<file path="src/rtl/calc_result_display.sv">
// Result display stage: converts a 7-bit calculator result to 3 BCD digits with a
// sequential double-dabble engine and scans them onto a multiplexed 7-segment display.
module calc_result_display #(
    parameter int unsigned REFRESH_DIV = 16,
    parameter bit          ACTIVE_LOW  = 1'b1
) (
    input  logic       clk,
    input  logic       reset,
    input  logic       load,
    input  logic [6:0] value,
    output logic       busy,
    output logic       valid,
    output logic [3:0] bcd_hundreds,
    output logic [3:0] bcd_tens,
    output logic [3:0] bcd_ones,
    output logic [6:0] seg,
    output logic [2:0] an
);

    typedef enum logic {
        IDLE,
        SHIFT
    } state_e;

    localparam logic [15:0] REFRESH_LAST = 16'(REFRESH_DIV - 1);
    localparam logic [6:0]  SEG_OFF      = ACTIVE_LOW ? 7'h7F : 7'h00;
    localparam logic [2:0]  AN_OFF       = ACTIVE_LOW ? 3'b111 : 3'b000;

    state_e      state_q, state_d;
    logic [2:0]  count_q, count_d;
    logic [6:0]  shift_q, shift_d;
    logic [11:0] scratch_q, scratch_d;
    logic        pend_q, pend_d;
    logic [6:0]  pend_val_q, pend_val_d;
    logic        valid_q, valid_d;
    logic [11:0] bcd_q, bcd_d;
    logic [15:0] refresh_q, refresh_d;
    logic [1:0]  idx_q, idx_d;
    logic [6:0]  seg_q, seg_d;
    logic [2:0]  an_q, an_d;

    logic [11:0] adj;
    logic [3:0]  digit;
    logic        digit_en;
    logic [2:0]  an_onehot;

    function automatic logic [3:0] add3(input logic [3:0] nib);
        return (nib >= 4'd5) ? nib + 4'd3 : nib;
    endfunction

    function automatic logic [6:0] seg_code(input logic [3:0] d);
        case (d)
            4'd0:    return 7'b0111111;
            4'd1:    return 7'b0000110;
            4'd2:    return 7'b1011011;
            4'd3:    return 7'b1001111;
            4'd4:    return 7'b1100110;
            4'd5:    return 7'b1101101;
            4'd6:    return 7'b1111101;
            4'd7:    return 7'b0000111;
            4'd8:    return 7'b1111111;
            4'd9:    return 7'b1101111;
            default: return 7'b0000000;
        endcase
    endfunction

    // Conversion engine: one add-3/shift iteration per clock, commit on the seventh.
    always_comb begin
        // NOTE: every signal gets a default before the case so no path leaves it unassigned (no latch).
        state_d    = state_q;
        count_d    = count_q;
        shift_d    = shift_q;
        scratch_d  = scratch_q;
        pend_d     = pend_q;
        pend_val_d = pend_val_q;
        valid_d    = valid_q;
        bcd_d      = bcd_q;
        adj        = {add3(scratch_q[11:8]), add3(scratch_q[7:4]), add3(scratch_q[3:0])};

        case (state_q)
            IDLE: begin
                if (load) begin
                    shift_d   = value;
                    scratch_d = '0;
                    count_d   = '0;
                    state_d   = SHIFT;
                end
            end
            SHIFT: begin
                scratch_d = {adj[10:0], shift_q[6]};
                shift_d   = {shift_q[5:0], 1'b0};
                count_d   = count_q + 3'd1;
                if (count_q == 3'd6) begin
                    bcd_d   = {adj[10:0], shift_q[6]};
                    valid_d = 1'b1;
                    // A fresh load at the commit edge takes precedence over the held one.
                    if (load) begin
                        shift_d   = value;
                        scratch_d = '0;
                        count_d   = '0;
                    end else if (pend_q) begin
                        shift_d   = pend_val_q;
                        scratch_d = '0;
                        count_d   = '0;
                        pend_d    = 1'b0;
                    end else begin
                        state_d = IDLE;
                    end
                end else if (load) begin
                    pend_d     = 1'b1;
                    pend_val_d = value;
                end
            end
            default: state_d = IDLE;
        endcase
    end

    // Display scan: registered outputs follow the index and committed digits by one clock.
    always_comb begin
        refresh_d = (refresh_q == REFRESH_LAST) ? 16'd0 : refresh_q + 16'd1;
        idx_d     = idx_q;
        if (refresh_q == REFRESH_LAST) begin
            idx_d = (idx_q == 2'd2) ? 2'd0 : idx_q + 2'd1;
        end

        an_onehot = 3'b001 << idx_q;
        case (idx_q)
            2'd0: begin
                digit    = bcd_q[3:0];
                digit_en = valid_q;
            end
            2'd1: begin
                digit    = bcd_q[7:4];
                digit_en = valid_q && (bcd_q[11:8] != 4'd0 || bcd_q[7:4] != 4'd0);
            end
            2'd2: begin
                digit    = bcd_q[11:8];
                digit_en = valid_q && (bcd_q[11:8] != 4'd0);
            end
            default: begin
                digit    = 4'd0;
                digit_en = 1'b0;
            end
        endcase

        if (digit_en) begin
            seg_d = ACTIVE_LOW ? ~seg_code(digit) : seg_code(digit);
            an_d  = ACTIVE_LOW ? ~an_onehot : an_onehot;
        end else begin
            seg_d = SEG_OFF;
            an_d  = AN_OFF;
        end
    end

    always_ff @(posedge clk) begin
        // NOTE: state registers use non-blocking assignments so all flops update together.
        if (!reset) begin
            state_q    <= IDLE;
            count_q    <= '0;
            shift_q    <= '0;
            scratch_q  <= '0;
            pend_q     <= 1'b0;
            pend_val_q <= '0;
            valid_q    <= 1'b0;
            bcd_q      <= '0;
            refresh_q  <= '0;
            idx_q      <= '0;
            seg_q      <= SEG_OFF;
            an_q       <= AN_OFF;
        end else begin
            state_q    <= state_d;
            count_q    <= count_d;
            shift_q    <= shift_d;
            scratch_q  <= scratch_d;
            pend_q     <= pend_d;
            pend_val_q <= pend_val_d;
            valid_q    <= valid_d;
            bcd_q      <= bcd_d;
            refresh_q  <= refresh_d;
            idx_q      <= idx_d;
            seg_q      <= seg_d;
            an_q       <= an_d;
        end
    end

    assign busy         = (state_q == SHIFT);
    assign valid        = valid_q;
    assign bcd_hundreds = bcd_q[11:8];
    assign bcd_tens     = bcd_q[7:4];
    assign bcd_ones     = bcd_q[3:0];
    assign seg          = seg_q;
    assign an           = an_q;

endmodule

</file>
<file path="config.mk">
export PLATFORM = sky130hd
export DESIGN_NAME = calc_result_display
export DESIGN_NICKNAME = d
export VERILOG_FILES = /design/src/rtl/calc_result_display.sv
export SDC_FILE = /design/constraint.sdc
export NUM_CORES = 1
export LEC_CHECK = 0
export ABC_AREA = 1
export BUFFER_PORTS_ARGS = -buffer_cell sky130_fd_sc_hd__buf_2
export CORE_UTILIZATION = 45
export DETAILED_ROUTE_END_ITERATION = 6
export GPL_TIMING_DRIVEN = 0
export PLACE_DENSITY = 0.66
export SLEW_MARGIN = 20
export SYNTH_ARGS = -nofsm -noshare
export SYNTH_HDL_FRONTEND = slang
export SYNTH_SLANG_ARGS = --single-unit
</file>
<file path="constraint.sdc">
create_clock -name clk -period 1.5 [get_ports clk]
set_input_delay 0.075 -clock clk [delete_from_list [all_inputs] [get_ports clk]]
set_output_delay 0.075 -clock clk [all_outputs]
set_load 0.05 [all_outputs]
</file>
# == After elaboration in Yosys (flattened, before gate mapping) ==
# Memories as Yosys holds them, arrays and structs flattened.
# Index checks and enable logic that the tools add are counted.
# totals
input_bits,10
rom_bits,112
register_bits,72
mem_count,1
output_inout_bits,24
# mem_list
memory,words,word_bits,rd,rd_ports_with_merged_regs,wr,line,rtl
(no name shown),16,7,1,0,0,52,case (d)
# op_classes
bitwise_logic,5
n_reduce_logical,12
n_eq_ne,6
muxes,30
order_cmp,3
addsub,6
shifts,1
# ops
cell,n
two-way mux 12 bit,4
two-way mux 7 bit,5
one-hot mux 12 bit (2 select lines),1
adder 16 x 1 -> 16 bit (second input constant),1
equality test 16 x 4 -> 1 bit (second input constant),1
two-way mux 3 bit,5
one-hot mux 7 bit (2 select lines),1
greater-or-equal comparator 4 x 3 -> 1 bit (second input constant),3
one-hot mux 4 bit (3 select lines),1
adder 4 x 2 -> 4 bit (second input constant),2
two-way mux 4 bit,2
nonzero test 4 bit,2
two-way mux 1 bit,7
inverter 7 bit,1
one-hot mux 3 bit (2 select lines),1
AND reduction 3 bit,2
!= test 2 bit (second input constant),2
AND reduction 2 bit,2
adder 3 x 1 -> 3 bit (second input constant),1
adder 3 x 2 -> 3 bit (second input constant),1
equality test 3 bit (second input constant),1
inverter 1 bit,3
inverter 3 bit,1
one-hot mux 1 bit (3 select lines),1
11 further kinds,12

# == Logic depth before layout (Yosys ltp) ==
# depth
word_depth,6
ltp_mapped,11

# == Worst setup path before layout ==
# No wires, ideal clock.
# synth_timing
path_kind,register to register
from,register idx_q[0]
to,register seg_q[4] (netlist: seg[4])
n_path_buf,0
arrival_time_ps,1542
stages_incl_launch_ff,12
setup_ps,62
setup_slack_ps,-104
required_time_ps,1438
cell_sequence,dfxtp_1 inv_1 ha_1 nand2_1 nand3_1 nand2_1 inv_1 ha_1 nand3b_1 nand2_1 nand2_1 nand3_1
# synth_via
elab_chain_cells,5
elab_cells_between_ends,9
cone_classes,eq/ne: 2; mux: 3; bitwise: 1; reduce/logical: 2; memory: 1
# synth_lines
element,line,rtl
from (decl),38,"logic [1:0] idx_q, idx_d;"
from (signal assigned),180,idx_q <= idx_d;
equality test 2 bit (tied with other cells),127,case (idx_q)
one-hot mux 4 bit (3 select lines),127,
memory read (16 x 7 bit),-,
two-way mux 7 bit,146,if (digit_en) begin
inverter 7 bit,147,seg_d = ACTIVE_LOW ? ~seg_code(digit) : seg_code(digit);
to (signal assigned),181,seg_q <= seg_d;
to (decl),39,"logic [6:0] seg_q, seg_d;"
# Several ways; a longest one is shown, not always the timed one. The select of a mux whose other input is x is not followed.
# A chain may end at the register's enable or synchronous reset.

# == Worst setup path after layout ==
# layout_timing
from,register idx_q[0]
to,register seg_q[3] (netlist: seg[3])
# Same word-level chain as after synthesis.

==> flow_summary.toml <==
[status]
status = "finished with violations"
violations = "negative setup slack"

[route]
drtAntennaViolNets = 0
drtPass1Iterations = 4
first_iter_violations = 130
vias = 3495
routed_wl_um = 8460
routedWlPerCell_um = 12.3
avgViaCountPerCell = 5.07
drc_errors = 0

[yosys]
synth_mux_area_frac = 0
ys_warn_count = 0
yosysSeqAreaShare = 0.394
synth_xor_area_frac = 0.00718
synth.avg_cell_area_um2 = 7.03
synth_compound_area_frac = 0.112
syn_nets = 551
syn_inst = 520
synth_top_family_by_area = "simple AND/OR/NAND/NOR gates"
ys.flop_type = "dfxtp_1"
synth_fa_ha_area_frac = 0.0718
synth_area_um2 = 3660
synthDistinctLibCells = 36
synth_edf_count = 0
synthSimpleGateAreaFrac = 0.328
synth_seq_cells = 72
async_reset_ff_frac = 0

[floorplanning]
die_area_um2 = 8490
start_util = 0.468
die_x_um = 92.2
boundaryPins = 34
fp-row-count = 32
die_h_um = 92.2
core_um2 = 7810

[place]
portBuffers = 32
place_ws_ns = -0.130
place.gp.congestion = 0.864
place_inst = 654
dp_hpwl_um = 5980
dpl_cell_area_um2 = 3980

[grt]
grt_pass1_wl_um = 14300
grt_start_max_net_pins = 12
antenna_found_initial = 0
grt_overflow = 0
grt_usage = 0.210
grt_pass1_vias = 3210

[sta]
finalSetupTns_ns = -0.0529
rsz0062_at_grt = "yes"
relSlewSlack = 0.639
finalSetupViolCount = 2
fmax_mhz = 651
skew_ns = 0.0122
period_share = 1.02
worst_pin_slew_ns = 0.541
hold_violations = 0
period_minus_slack_ns = 1.54
slew_violations = 0
layout_setup_ws_ns = -0.0366

[clock_network]
tritoncts = "yes"
clockRootBuffer = "clkbuf_8"
clk_latency_ns = 0.35
htreeDepth = 3
path_clk_slew_ns = 0.08
cts_made_buffers = 9
cts.sinks = 72
clockBufferDepth = 2

[finish]
seqCellArea_um2 = 1460
post_layout_nonfiller_instances = 690
multi_input_area_um2 = 2060
num_antenna_cells = 0
fillCellCount = 734
stdcell_area_um2 = 4520
area_growth_pct = 23.5
fin_nets = 614
final_cell_mix = "nand2_1, nor2_1, dfxtp_1"
final_common_cell = "nand2_1"
drive_gt1_frac = 0.216

[power_and_ir_drop]
p_per_area_nw_per_um2 = 837
vdd_ir_drop_max_v = 0.000499
p_leak_nw = 1.96
power.total_w = 0.00378

[worst_setup_path]
worstPathArrival_ns = 1.78
cp_max_fo = 5
cp-start-kind = "flip-flop"
path_class = "flip-flop to flip-flop"
worstPathRequired_ns = 1.75
end_kind = "flip-flop"

[min_path]
hold_path.class = "primary input to flip-flop"

[flow_run]
max_cap_violations = 0
cells by family after synthesis:
logic type,count (synthesis)
AND/OR/NAND/NOR,277
adder cells (fa/ha/maj),21
XOR/XNOR,3
flip-flops,72
AO/OA/AOI/OAI,74
buffers and inverters,73
where the power goes:
| group | internal, W | switching (W) |
|---|---|---|
| logic | 0.0000923 | 0.000148 |
| registers | 0.00195 | 0.0000270 |
| clock network | 0.000856 | 0.000712 |
| total | 0.00289 | 0.000887 |
flip-flops by register name (all words and copies together) (netlist names):
register    flops
shift_q         7
an              3
seg             7
valid           1
count_q         3
pend_val_q      7
scratch_q      12
idx_q           2
refresh_q      16
bcd_q          12
pend_q          1
busy            1
critical path, stage by stage (launching register included):
cell     delay, ns
dfxtp_4       0.38
inv_6         0.09
ha_4          0.17
nand2_1       0.10
nand3_4       0.09
nand2_4       0.07
ha_1          0.28
nand3_1       0.11
nand3_1       0.11
nand2_1       0.05
what timing repair did:
| item | 4_1_cts | 5_1_grt |
|---|---|---|
| endpoints found under the setup margin | 17 | 53 |
| hold buffers | 5 | 0 |
| buffers inserted | 5 | 10 |
| pin swaps | 3 | 9 |
| hold endpoints to repair | 5 | 0 |
| resized for setup | 18 | 36 |
layout make-up:
class                           instances  area share
Buffer                                 12      0.0205
Multi-Input combinational cell        375       0.455
Clock buffer                           13      0.0352
Inverter                               61      0.0562
Sequential cell                        72       0.324
Tap cell                              102      0.0283
Timing Repair Buffer                   52      0.0723
Clock inverter                          3     0.00886
cell usage after synthesis (all sizes together), types with 4 or more instances:
master / number / area, µm²
nand2: 142 / 576
dfxtp: 72 / 1440
nor2: 69 / 262
inv: 61 / 236
nand3: 40 / 200
a21oi: 32 / 164
o21ai: 29 / 145
ha: 21 / 263
nand4: 16 / 100
buf: 8 / 66.3
a21o: 6 / 45.0
clkbuf: 4 / 15.0
worst paths after layout:
kind         cells after the start                    endpoint  slack [ns]                    start
max                              9           seg[3]$_SDFF_PN1_       -0.04    idx_q[0]$_SDFFE_PN0P_
max reg2reg                      9           seg[3]$_SDFF_PN1_       -0.04    idx_q[0]$_SDFFE_PN0P_
min                              3  pend_val_q[0]$_SDFFE_PN0P_       0.009                 value[0]
min reg2reg                      1     refresh_q[0]$_SDFF_PP0_        0.42  refresh_q[0]$_SDFF_PP0_
per-layer routing:
metal,global-route usage,wire length (µm),up-vias
li1,-,-,1810
met3,0.0373,307,12
met4,0.0885,136,0
met5,0,0,-
met1,0.256,3890,1603
met2,0.364,4130,70
per-stage QoR:
step / hold slack, ns / utilization
6_report: 0.00929 / 0.579
5_1_grt: 0.0482 / 0.579
4_1_cts: 0.00375 / 0.556
3_5_place_dp: 0.353 / 0.509
3_3_place_gp: 0.338 / 0.509
2_1_floorplan: 0.239 / -
(Power assumes the default switching activity.)
